File: config.mk
export PLATFORM = sky130hd
export DESIGN_NAME = ac97_record_rx_flat
export DESIGN_NICKNAME = d
export VERILOG_FILES = /design/src/rtl/ac97_record_rx_if.sv /design/src/rtl/ac97_record_rx.sv /design/src/flat_wrapper.sv
export SDC_FILE = /design/constraint.sdc
export NUM_CORES = 1
export LEC_CHECK = 0
export CELL_PAD_IN_SITES_DETAIL_PLACEMENT = 0
export CELL_PAD_IN_SITES_GLOBAL_PLACEMENT = 1
export CORE_MARGIN = 2
export CORE_UTILIZATION = 39
export CTS_CLUSTER_SIZE = 20
export DETAILED_ROUTE_END_ITERATION = 8
export PLACE_DENSITY_LB_ADDON = 0.1
export SLEW_MARGIN = 20
export SYNTH_ARGS = -nofsm -noshare
export SYNTH_HDL_FRONTEND = slang
export SYNTH_SLANG_ARGS = --single-unit
File: constraint.sdc
create_clock -name clk -period 2 [get_ports clk]
set_input_delay 0.2 -clock clk [delete_from_list [all_inputs] [get_ports clk]]
set_output_delay 0.2 -clock clk [all_outputs]
set_load 0.01 [all_outputs]
File: src/rtl/ac97_record_rx_if.sv
// Record-path bundle between the AC97 SData_In deframer and its neighbours.
// slave  : the deframer (takes serial bits, drives record samples/status).
// master : the surrounding logic (drives serial bits, consumes samples).
// Optional feature macro: AC97_RX_STATS_EN adds the drop_count signal.
interface ac97_record_rx_if #(
    parameter int SAMPLE_WIDTH = 16
);
    logic                    bit_tick;
    logic                    sync;
    logic                    sdata_in;
    logic [SAMPLE_WIDTH-1:0] record_left;
    logic [SAMPLE_WIDTH-1:0] record_right;
    logic                    record_valid;
    logic                    codec_ready;
    logic                    frame_error;
`ifdef AC97_RX_STATS_EN
    logic [7:0]              drop_count;

    modport slave (
        input  bit_tick, sync, sdata_in,
        output record_left, record_right, record_valid,
               codec_ready, frame_error, drop_count
    );
    modport master (
        output bit_tick, sync, sdata_in,
        input  record_left, record_right, record_valid,
               codec_ready, frame_error, drop_count
    );
`else
    modport slave (
        input  bit_tick, sync, sdata_in,
        output record_left, record_right, record_valid,
               codec_ready, frame_error
    );
    modport master (
        output bit_tick, sync, sdata_in,
        input  record_left, record_right, record_valid,
               codec_ready, frame_error
    );
`endif
endinterface

File: src/rtl/ac97_record_rx.sv
// AC97 record-path deframer: tracks the 256-bit frame on SData_In, keeps the
// tag validity bits and the first SAMPLE_WIDTH bits of slots 3 and 4, and
// presents one stereo pair per valid frame with a one-cycle strobe.
// Optional feature macro: AC97_RX_STATS_EN adds a saturating drop counter.
//
// state | meaning
// IDLE  | waiting for a sync rise (sync low seen, then high)
// TAG   | collecting tag bits b=1..15; sync must stay high
// DATA  | b=16..255; slots 3/4 shifted in, commit decided at b=95
module ac97_record_rx #(
    parameter int SAMPLE_WIDTH = 16
) (
    input  logic              clk,
    input  logic              reset_n,
    ac97_record_rx_if.slave   rx
);

    typedef enum logic [1:0] {
        IDLE = 2'd0,
        TAG  = 2'd1,
        DATA = 2'd2
    } state_t;

    localparam logic [7:0] LAST_TAG_BIT = 8'd15;
    localparam logic [7:0] TAG12_BIT    = 8'd3;
    localparam logic [7:0] TAG11_BIT    = 8'd4;
    localparam logic [7:0] LEFT_START   = 8'd56;
    localparam logic [7:0] LEFT_END     = 8'(56 + SAMPLE_WIDTH - 1);
    localparam logic [7:0] RIGHT_START  = 8'd76;
    localparam logic [7:0] RIGHT_END    = 8'(76 + SAMPLE_WIDTH - 1);
    localparam logic [7:0] COMMIT_BIT   = 8'd95;
    localparam logic [7:0] LAST_BIT     = 8'd255;

    state_t                  state_q, state_d;
    logic [7:0]              bit_q, bit_d;
    logic                    sync_prev_q;
    logic                    tag15_q, tag15_d;
    logic                    tag12_q, tag12_d;
    logic                    tag11_q, tag11_d;
    logic [SAMPLE_WIDTH-1:0] left_sr_q, left_sr_d;
    logic [SAMPLE_WIDTH-1:0] right_sr_q, right_sr_d;
    logic [SAMPLE_WIDTH-1:0] left_q, left_d;
    logic [SAMPLE_WIDTH-1:0] right_q, right_d;
    logic                    valid_q, valid_d;
    logic                    ready_q, ready_d;
    logic                    err_q, err_d;

    logic                    sync_rise;
    logic                    commit_tick;
    logic                    commit_ok;

    // A rise needs sync low on the previous tick; sync_prev resets high so a
    // frame already in flight at reset is never picked up mid-way.
    assign sync_rise   = rx.bit_tick & rx.sync & ~sync_prev_q;
    assign commit_tick = rx.bit_tick & (state_q == DATA) & ~sync_rise &
                         (bit_q == COMMIT_BIT);
    assign commit_ok   = tag15_q & tag12_q & tag11_q;

    // State and bit index register.
    always_ff @(posedge clk or negedge reset_n) begin
        if (!reset_n) begin
            state_q     <= IDLE;
            bit_q       <= 8'd0;
            sync_prev_q <= 1'b1;
        end else begin
            state_q <= state_d;
            bit_q   <= bit_d;
            if (rx.bit_tick) begin
                sync_prev_q <= rx.sync;
            end
        end
    end

    // Next state and frame bit index; only a tick can move the frame.
    always_comb begin
        state_d = state_q;
        bit_d   = bit_q;
        if (rx.bit_tick) begin
            case (state_q)
                IDLE: begin
                    if (sync_rise) begin
                        state_d = TAG;
                        bit_d   = 8'd1;
                    end
                end
                TAG: begin
                    if (!rx.sync) begin
                        state_d = IDLE;
                        bit_d   = 8'd0;
                    end else begin
                        bit_d = bit_q + 8'd1;
                        if (bit_q == LAST_TAG_BIT) begin
                            state_d = DATA;
                        end
                    end
                end
                DATA: begin
                    if (sync_rise) begin
                        state_d = TAG;
                        bit_d   = 8'd1;
                    end else if (bit_q == LAST_BIT) begin
                        state_d = IDLE;
                        bit_d   = 8'd0;
                    end else begin
                        bit_d = bit_q + 8'd1;
                    end
                end
                default: begin
                    state_d = IDLE;
                    bit_d   = 8'd0;
                end
            endcase
        end
    end

    // Datapath next values: tag capture, slot shifting, commit and strobes.
    always_comb begin
        tag15_d    = tag15_q;
        tag12_d    = tag12_q;
        tag11_d    = tag11_q;
        left_sr_d  = left_sr_q;
        right_sr_d = right_sr_q;
        left_d     = left_q;
        right_d    = right_q;
        ready_d    = ready_q;
        valid_d    = 1'b0;
        err_d      = 1'b0;
        if (rx.bit_tick) begin
            case (state_q)
                IDLE: begin
                    if (sync_rise) begin
                        tag15_d = rx.sdata_in;
                    end
                end
                TAG: begin
                    if (!rx.sync) begin
                        err_d = 1'b1;
                    end else begin
                        if (bit_q == TAG12_BIT) tag12_d = rx.sdata_in;
                        if (bit_q == TAG11_BIT) tag11_d = rx.sdata_in;
                        if (bit_q == LAST_TAG_BIT) ready_d = tag15_q;
                    end
                end
                DATA: begin
                    if (sync_rise) begin
                        // Rise mid-frame restarts: this tick is tag bit 15.
                        err_d   = 1'b1;
                        tag15_d = rx.sdata_in;
                    end else begin
                        if (bit_q >= LEFT_START && bit_q <= LEFT_END) begin
                            left_sr_d = (left_sr_q << 1) | SAMPLE_WIDTH'(rx.sdata_in);
                        end
                        if (bit_q >= RIGHT_START && bit_q <= RIGHT_END) begin
                            right_sr_d = (right_sr_q << 1) | SAMPLE_WIDTH'(rx.sdata_in);
                        end
                        // With a 20-bit sample the last right bit arrives on
                        // the commit tick itself, hence the _d values.
                        if (bit_q == COMMIT_BIT && commit_ok) begin
                            left_d  = left_sr_d;
                            right_d = right_sr_d;
                            valid_d = 1'b1;
                        end
                    end
                end
                default: begin
                end
            endcase
        end
    end

    // Datapath and output registers.
    always_ff @(posedge clk or negedge reset_n) begin
        if (!reset_n) begin
            tag15_q    <= 1'b0;
            tag12_q    <= 1'b0;
            tag11_q    <= 1'b0;
            left_sr_q  <= '0;
            right_sr_q <= '0;
            left_q     <= '0;
            right_q    <= '0;
            valid_q    <= 1'b0;
            ready_q    <= 1'b0;
            err_q      <= 1'b0;
        end else begin
            tag15_q    <= tag15_d;
            tag12_q    <= tag12_d;
            tag11_q    <= tag11_d;
            left_sr_q  <= left_sr_d;
            right_sr_q <= right_sr_d;
            left_q     <= left_d;
            right_q    <= right_d;
            valid_q    <= valid_d;
            ready_q    <= ready_d;
            err_q      <= err_d;
        end
    end

    assign rx.record_left  = left_q;
    assign rx.record_right = right_q;
    assign rx.record_valid = valid_q;
    assign rx.codec_ready  = ready_q;
    assign rx.frame_error  = err_q;

`ifdef AC97_RX_STATS_EN
    logic       drop_inc;
    logic [7:0] drop_q;

    // A drop is a ready codec flagging slot 3 or 4 empty, or any sync fault.
    always_comb begin
        drop_inc = err_d | (commit_tick & tag15_q & ~commit_ok);
    end

    // Saturating drop counter, cleared only by reset.
    always_ff @(posedge clk or negedge reset_n) begin
        if (!reset_n) begin
            drop_q <= 8'd0;
        end else if (drop_inc && drop_q != 8'hFF) begin
            drop_q <= drop_q + 8'd1;
        end
    end

    assign rx.drop_count = drop_q;
`endif

endmodule

File: src/flat_wrapper.sv
// flat-port wrapper written by rule: the top's interface ports become plain ports
module ac97_record_rx_flat 
#(
    parameter int SAMPLE_WIDTH = 16
)
  (clk, reset_n, rx_bit_tick, rx_sync, rx_sdata_in, rx_record_left, rx_record_right, rx_record_valid, rx_codec_ready, rx_frame_error);
  ac97_record_rx_if #(.SAMPLE_WIDTH(SAMPLE_WIDTH)) rx_i ();
  input  logic clk;
  input  logic reset_n;
  input wire logic [$bits(rx_i.bit_tick)-1:0] rx_bit_tick;
  input wire logic [$bits(rx_i.sync)-1:0] rx_sync;
  input wire logic [$bits(rx_i.sdata_in)-1:0] rx_sdata_in;
  output wire logic [$bits(rx_i.record_left)-1:0] rx_record_left;
  output wire logic [$bits(rx_i.record_right)-1:0] rx_record_right;
  output wire logic [$bits(rx_i.record_valid)-1:0] rx_record_valid;
  output wire logic [$bits(rx_i.codec_ready)-1:0] rx_codec_ready;
  output wire logic [$bits(rx_i.frame_error)-1:0] rx_frame_error;
  assign rx_i.bit_tick = rx_bit_tick;
  assign rx_i.sync = rx_sync;
  assign rx_i.sdata_in = rx_sdata_in;
  assign rx_record_left = rx_i.record_left;
  assign rx_record_right = rx_i.record_right;
  assign rx_record_valid = rx_i.record_valid;
  assign rx_codec_ready = rx_i.codec_ready;
  assign rx_frame_error = rx_i.frame_error;
  ac97_record_rx #(.SAMPLE_WIDTH(SAMPLE_WIDTH)) u_core (.clk(clk), .reset_n(reset_n), .rx(rx_i));
endmodule
**Word level (Yosys, flattened, before mapping)**

Index checks and enable logic that the tools add are counted.

- Flip-flop bits (word level): 81
- Bits of input ports: 5
- Output and inout bits: 35
- Word-level logic and storage cells: 70

- $add $sub $neg: 1
- $lt $le $gt $ge: 4
- Eq/ne operators: 10
- Multiplexer cells: 21
- Bitwise gates (word level): 8
- Reduce and logical (&&, ||, !) cells: 13

Operators by type and width:

| cell | number |
|---|---|
| 2-to-1 mux 16 bit | 2 |
| 2-to-1 mux 8 bit | 4 |
| bitwise OR 16 x 1 -> 16 bit | 2 |
| case mux 8 bit (3 select lines) | 1 |
| AND reduction 4 bit | 5 |
| less-or-equal comparator 8 x 7 -> 1 bit (second input constant) | 2 |
| 2-to-1 mux 2 bit | 5 |
| adder 8 x 1 -> 8 bit (second input constant) | 1 |
| == test 8 x 2 -> 1 bit (second input constant) | 1 |
| == test 8 x 3 -> 1 bit (second input constant) | 1 |
| == test 8 x 4 -> 1 bit (second input constant) | 1 |
| == test 8 x 7 -> 1 bit (second input constant) | 1 |
| == test 8 bit (second input constant) | 1 |
| >= comparator 8 x 6 -> 1 bit (second input constant) | 1 |
| >= comparator 8 x 7 -> 1 bit (second input constant) | 1 |
| 2-to-1 mux 1 bit | 7 |
| != test 3 x 2 -> 1 bit (second input constant) | 2 |
| case mux 2 bit (3 select lines) | 1 |
| AND reduction 3 bit | 2 |
| AND 1 bit | 4 |
| logical AND 1 bit | 3 |
| == test 2 x 1 -> 1 bit (second input constant) | 1 |
| == test 2 bit (second input constant) | 1 |
| zero test 2 bit | 1 |
| 5 further kinds | 6 |

**Depth between registers and ports, before layout**

Gate-level depths: netlist of the first run.

- Word-level depth: 7
- Mapped depth: 7
- Gate-level depth less buffers: 6

**Worst setup path before layout of the first run**

Ideal clock, no wire load.

- Path type: reg2reg
- Start point: reg u_core.bit_q[5]
- End point: reg u_core.left_sr_q[10]
- Setup time: 0.127 ns
- Data arrival time: 1.928 ns
- Data required time: 1.873 ns
- Path slack: -0.055 ns
- Stages on the path, launching flop included: 8
- Buffers on the path: 3
- Clock period less this slack: 2.055 ns
- Cells stage by stage: dfrtp_1 buf_6 or4b_4 a21oi_4 and2b_1 buf_6 buf_8 mux2_1

- Cells in the longest elaborated chain, start to end: 3
- Elaborated cells between the ends (all ways): 4
- Classes of those cells: 2 x order compare; 1 x mux; 1 x reduce/logical

Ends and longest elaborated chain:

| item | line | source |
|---|---|---|
| start, declared | ac97_record_rx.sv:35 | `logic [7:0] bit_q, bit_d;` |
| start signal, assigned | ac97_record_rx.sv:67 | `bit_q <= bit_d;` |
| >= comparator 8 x 6 -> 1 bit or less-or-equal comparator 8 x 7 -> 1 bit (tied branches) | ac97_record_rx.sv:150 | `if (bit_q >= LEFT_START && bit_q <= LEFT_END) begin` |
| logical AND 1 bit (*) | ac97_record_rx.sv:150 |  |
| 2-to-1 mux 16 bit (*) | ac97_record_rx.sv:150 |  |
| end signal, assigned | ac97_record_rx.sv:188 | `left_sr_q <= left_sr_d;` |
| end, declared | ac97_record_rx.sv:40 | `logic [SAMPLE_WIDTH-1:0] left_sr_q, left_sr_d;` |

Every way passes the cells marked *; elsewhere a longest branch is shown, timed or not.
A chain may end at the register's enable or synchronous reset.

**Final worst setup path of the first run**

- Start point: reg u_core.bit_q[4]
- End point: reg u_core.left_sr_q[7]

The elaborated chain is that of the path after synthesis.

==> results.yml, run 1 <==
outcome:
  status: "complete, no violations"
critical_path:
  reg2reg_depth: 5
  cp-start-kind: "flop"
  worstPathArrival_ns: 2.15
  required_ns: 2.23
  r2r-start: "u_core.bit_q[4]"
  path_class: "flop to flop"
  cp_max_fo: 16
  r2r-end: "u_core.left_sr_q[7]"
  r2r_slack_ns: 0.08
  end_kind: "flop"
synthesis:
  post-synth-top-count-cell: "dfrtp_1"
  netlist_area_sq_um: 3840
  syn_nets: 329
  synth_top_family_by_area: "multiplexers"
  synth_compound_area_share_pct: 6.55
  synth_fa_ha_area_share_pct: 2.28
  synth_ff_type: "dfrtp_1"
  ys_top_cells_by_count: "80 x dfrtp_1, 36 x mux2_1, 27 x nand2_1"
  synth_top_area_share_pct: 52.1
  synthXorXnorAreaFrac_pct: 0
  synth.area.top_cells: "dfrtp_1 52%, mux2_1 11%, mux2_4 5.1%"
  ys_async_sr_fraction_pct: 100
  yosys.area.top_type: "dfrtp_1"
  synth-seq-area-share_pct: 52.8
  synth_cell_types: 51
  ys_ff_latch: 81
  synth_edf_count: 0
  synth_cells: 317
  synth.avg_cell_area_sq_um: 12.1
  synth-simple-area-share_pct: 11.4
  yosysWarningCount: 0
  synthMuxAreaShare_pct: 21.5
drt:
  dr.pass1.iters: 4
  dr.first_iter.drc_count: 52
  drc: 0
  finalWirelength_microns: 7080
  viasPerCell: 4.85
  antenna_left: 0
  vias: 2527
  wire_per_inst_microns: 13.6
global_routing:
  antenna_found_initial: 0
  grt_pass1_wl_microns: 11800
  overflow: 0
  grt_use_total_pct: 14.5
  grt_max_degree: 60
  grt_pass1_vias: 2405
clock_tree:
  clk_pin_slew_ns: 0.08
  cts_tree: "yes"
  cts_post_setup_buffers_inserted: 0
  clk_latency_ns: 0.36
  clock_sinks: 81
  cts_max_level: 3
  cts_root_buf: "clkbuf_8"
  numCtsBuffers: 9
  clockBufferDepth: 2
run:
  cap_violations: 0
power_and_ir_drop:
  leakage_uw: 0.00252
  vdd.ir_drop.worst_uv: 389
  switchingPower_uw: 915
  internal_power_uw: 2760
  power_density_nw_per_um2: 758
  combPwrFrac_pct: 13.5
  switching_share_pct: 24.9
  seq_power_share_pct: 47.4
  clkPwrFrac_pct: 39.1
hold_path:
  hold_path_class: "input port to asynchronous set/reset pin"
final_layout:
  fin_nets: 395
  n_antenna_cell: 0
  final_area_sq_um: 4860
  drive_gt1_share_pct: 20.9
  fin_util_pct: 50.1
  area_delta_synth_final_pct: 26.4
die:
  num_rows: 36
  die_y_microns: 103
  coreArea_sq_um: 9680
  dieArea_sq_um: 10700
  die_w_microns: 103
  io_pins: 40
  initial_utilization_pct: 39.7
timing:
  finClkSkew_ns: 0.0118
  fmax_mhz: 522
  min_period_ns: 1.92
  rsz0062_at_grt: "false"
  period_share_pct: 95.8
  hold_violations: 0
  setup_viol: 0
  worst_pin_slew_ns: 0.418
  slew-limit-headroom_pct: 72.0
  final-max-slew-violation-count: 0
placed_design:
  placed_area_sq_um: 4580
  globalplace.congestion: 0.741
  port_buffers: 39
  dp_hpwl_microns: 4990
layout make-up:
class	count	area [sq um]
fillers	912	4830
flip-flops and latches	81	2030
multi-input cells	194	1630
repair buffers	74	703
well taps	133	166
clock buffers	10	128
clock inverters	6	116
inverters	23	86.3
worst max path at each step:
stage	depth (start not counted)	startpoint	to
2_1_floorplan	7	u_core.bit_q[5]	u_core.left_sr_q[10]
3_3_place_gp	6	rx_sync	u_core.rx.record_left[1]
3_5_place_dp	6	rx_sync	u_core.rx.record_left[2]
4_1_cts	5	u_core.sync_prev_q	u_core.rx.record_left[2]
5_1_grt	5	u_core.bit_q[4]	u_core.left_sr_q[9]
6_report	5	u_core.bit_q[4]	u_core.left_sr_q[7]
power groups by stage:
stage	combinational, uW	sequential [uW]	clock [uW]
2_1_floorplan	267	1780	0
3_3_place_gp	499	1780	0
3_5_place_dp	503	1780	0
4_1_cts	506	1750	1480
5_1_grt	568	1750	1560
6_report	497	1750	1440
metrics by stage:
stage	hold WS [ns]	cells	setup WS, ns	power, uW	TNS, ns
floorplan	-0.0956	317	-0.0311	2050	-0.311
global placement	0.115	504	-0.188	2270	-4.73
detailed placement	0.115	504	-0.235	2280	-5.91
CTS	0.274	521	0.0167	3730	0
global route	0.295	521	0.0156	3880	0
finish	0.277	521	0.0846	3680	0
sequential cells by signal (all words and copies together) (netlist names), 2 cells and up:
name,flops
u_core.right_sr_q,16
u_core.rx.record_left,16
u_core.state_q,2
u_core.left_sr_q,16
u_core.rx.record_right,16
u_core.bit_q,8
worst max-delay path, stage by stage, from the launching register on:
cell and delay [ns]:
dfrtp_2 0.45, or4b_4 0.56, a21oi_4 0.14, and2b_1 0.17, buf_12 0.16, mux2_1 0.32
metal layers:
metal | global-route usage (%) | wire length [microns] | up-vias
met5 | 0 | 0 | -
met1 | 18.9 | 3330 | 1246
met4 | 4.86 | 87 | 0
met3 | 4.10 | 222 | 7
li1 | - | - | 1231
met2 | 23.3 | 3450 | 43
placed cells by master (no fill, tap or decap), drive strengths merged, types with 2 or more instances in the layout:
master         instances
dfrtp                 80
mux2                  54
clkdlybuf4s50         38
buf                   35
nand2                 27
inv                   23
nor2b                 18
mux2i                 17
clkbuf                10
nor2                   9
nand3                  8
ha                     7
o21ai                  6
a211o                  5
nor3                   5
nand4                  4
o2111ai                3
clkinv                 3
bufinv                 3
a21oi                  3
a21boi                 2
or3                    2
a2111oi                2
and2                   2
o211ai                 2
timing repair:
action,in CTS,in global routing
hold buffers,1,0
cloned,0,0
resized for setup,1,4
endpoints found under the hold margin,22,0
pin swaps,0,0
setup endpoints to repair,32,18
logic make-up (layout without fill, tap and decap cells):
family	Yosys count	after routing
AO/OA/AOI/OAI	32	32
adder cells (fa/ha/maj)	7	7
buffers and inverters	42	113
flip-flops	81	81
multiplexers	71	71
AND/OR/NAND/NOR	84	84
Note: power is estimated with default switching activity, not from simulation.
==> run 2: changes to the inputs <==
--- a/config.mk
+++ b/config.mk
@@ -11,6 +11,7 @@
 export CORE_UTILIZATION = 39
 export CTS_CLUSTER_SIZE = 20
 export DETAILED_ROUTE_END_ITERATION = 8
+export HOLD_SLACK_MARGIN = 0.06
 export PLACE_DENSITY_LB_ADDON = 0.1
 export SLEW_MARGIN = 20
 export SYNTH_ARGS = -nofsm -noshare
==> results of run 2 <==
Final layout, timing and power as in run 1 (identical DEF).
==> run 3: changes to the inputs <==
--- a/config.mk
+++ b/config.mk
@@ -11,8 +11,10 @@
 export CORE_UTILIZATION = 39
 export CTS_CLUSTER_SIZE = 20
 export DETAILED_ROUTE_END_ITERATION = 8
+export GPL_ROUTABILITY_DRIVEN = 0
 export HOLD_SLACK_MARGIN = 0.06
 export PLACE_DENSITY_LB_ADDON = 0.1
+export SETUP_SLACK_MARGIN = 0.15
 export SLEW_MARGIN = 20
 export SYNTH_ARGS = -nofsm -noshare
 export SYNTH_HDL_FRONTEND = slang
==> results.yml, run 3 (synthesis gave the netlist of run 1 again) <==
critical_path:
  path_class: "flop to flop"
  required_ns: 2.24
  end_kind: "flop"
  cp_max_fo: 8
  cp-start-kind: "flop"
  worstPathArrival_ns: 2.20
timing:
  hold_violations: 0
  finalSetupTns_ns: 0
  finClkSkew_ns: 0.00921
  slew-limit-headroom_pct: 62.0
  setup_viol: 0
  period_share_pct: 97.8
  min_period_ns: 1.96
  hold_ws_ns: 0.387
  final-max-slew-violation-count: 0
  worst_pin_slew_ns: 0.570
  rsz0062_at_grt: "true"
  fmax_mhz: 511
final_layout:
  area_delta_synth_final_pct: 31.0
  seq_area_sq_um: 2030
  n_antenna_cell: 0
  fillerInstances: 881
  final_cell_mix: "79 x dfrtp_1, 38 x clkdlybuf4s50_1, 32 x mux2_4, 30 x buf_4, 27 x nand2_1"
  fin_nets: 401
  drive_gt1_share_pct: 28.9
  layout_commonest_cell: "dfrtp_1"
  multiInputGateArea_sq_um: 1740
  final_cell_count_no_fill: 527
power_and_ir_drop:
  seq_power_share_pct: 49.3
  switchingPower_uw: 988
  clkPwrFrac_pct: 35.2
  internal_power_uw: 2550
  leakage_uw: 0.00254
  switching_share_pct: 27.9
  combPwrFrac_pct: 15.5
  vdd.ir_drop.worst_uv: 284
  power_density_nw_per_um2: 704
  total_power_uw: 3540
clock_tree:
  cts_root_buf: "clkbuf_8"
  numCtsBuffers: 9
  clk_pin_slew_ns: 0.09
  cts_tree: "yes"
  clk_latency_ns: 0.35
  cts_max_level: 3
  clock_sinks: 81
  clockBufferDepth: 2
placed_design:
  dp_cells: 504
  port_buffers: 39
  dp_hpwl_microns: 5030
drt:
  viasPerCell: 4.84
  vias: 2553
  finalWirelength_microns: 7470
  dr.first_iter.drc_count: 52
  drc: 0
  dr.pass1.iters: 4
  wire_per_inst_microns: 14.2
  antenna_left: 0
die:
  num_rows: 36
  io_pins: 40
  dieArea_sq_um: 10700
  initial_utilization_pct: 39.7
  coreArea_sq_um: 9680
  die_w_microns: 103
  die_y_microns: 103
global_routing:
  antenna_found_initial: 0
  grt_use_total_pct: 15.6
  grt_pass1_wl_microns: 12700
  overflow: 0
  grt_max_degree: 45
  grt_pass1_vias: 2615
run:
  cap_violations: 0
outcome:
  status: "complete, no violations"
hold_path:
  hold_path_class: "input port to asynchronous set/reset pin"
run 3: cell types whose count changed in the layout (fill, tap and decap cells not counted), moves of 2 or more:
cell	change
buf_16	+2
buf_6	+4
bufinv_16	-2
clkinv_4	-3
clkinvlp_4	+2
ha_1	-3
ha_2	+3
inv_6	+2
mux2_1	-19
mux2_4	+19
run 3: path summary, 6_finish.rpt:
check / startpoint / to / slack (ns) / cells after the start
min reg2reg: u_core.right_sr_q[15] / u_core.right_sr_q[15] / 0.49 / 1
max: u_core.bit_q[5] / u_core.left_sr_q[10] / 0.04 / 6
max in group asynchronous: reset_n / u_core.rx.record_left[8] / 1.03 / 3
min: reset_n / u_core.rx.record_left[15] / 0.39 / 2
min in group clk: u_core.right_sr_q[15] / u_core.right_sr_q[15] / 0.49 / 1
max reg2reg: u_core.bit_q[5] / u_core.left_sr_q[10] / 0.04 / 6
run 3: what timing repair did:
item,4_1_cts,5_1_grt
cloned,2,0
resized for setup,29,10
endpoints found under the setup margin,50,44
pin swaps,2,5
setup buffers,3,1
hold endpoints to repair,41,0
hold buffers,1,0
run 3: final cells by class:
type                    count  area share [%]
flip-flops and latches     81            40.3
multi-input cells         194            34.6
repair buffers             80            16.1
well taps                 133            3.31
clock buffers              10            2.54
inverters                  23            1.72
clock inverters             6            1.47
run 3: per-layer routing:
metal / up-vias / track usage (%) / share of wire (%)
li1: 1236 / - / -
met3: 13 / 3.23 / 2.8
met1: 1256 / 20.3 / 48
met2: 48 / 25.3 / 47
met5: - / 0 / 0
met4: 0 / 6.68 / 1.8
run 3: power by group through the flow:
stage               sequential (uW)  combinational [uW]  clock, uW
floorplan                      1780                 268          0
global placement               1770                 512          0
detailed placement             1780                 522          0
CTS                            1740                 550       1290
global route                   1750                 620       1350
finish                         1750                 550       1250
run 3: worst max-delay path: stages, from the launching register on:
cell and delay [ns]:
dfrtp_1 0.41, buf_6 0.12, or4b_4 0.49, a21oi_4 0.14, and2b_2 0.24, buf_16 0.15, mux2_4 0.30
run 3: stage by stage:
step / instance area, sq um / setup slack, ns / utilization, %
2_1_floorplan: 3880 / -0.0311 / -
3_3_place_gp: 4600 / -0.167 / 47.5
3_5_place_dp: 4600 / -0.200 / 47.5
4_1_cts: 4990 / 0.0248 / 51.6
5_1_grt: 5030 / -0.00257 / 52.0
6_report: 5030 / 0.0440 / 52.0
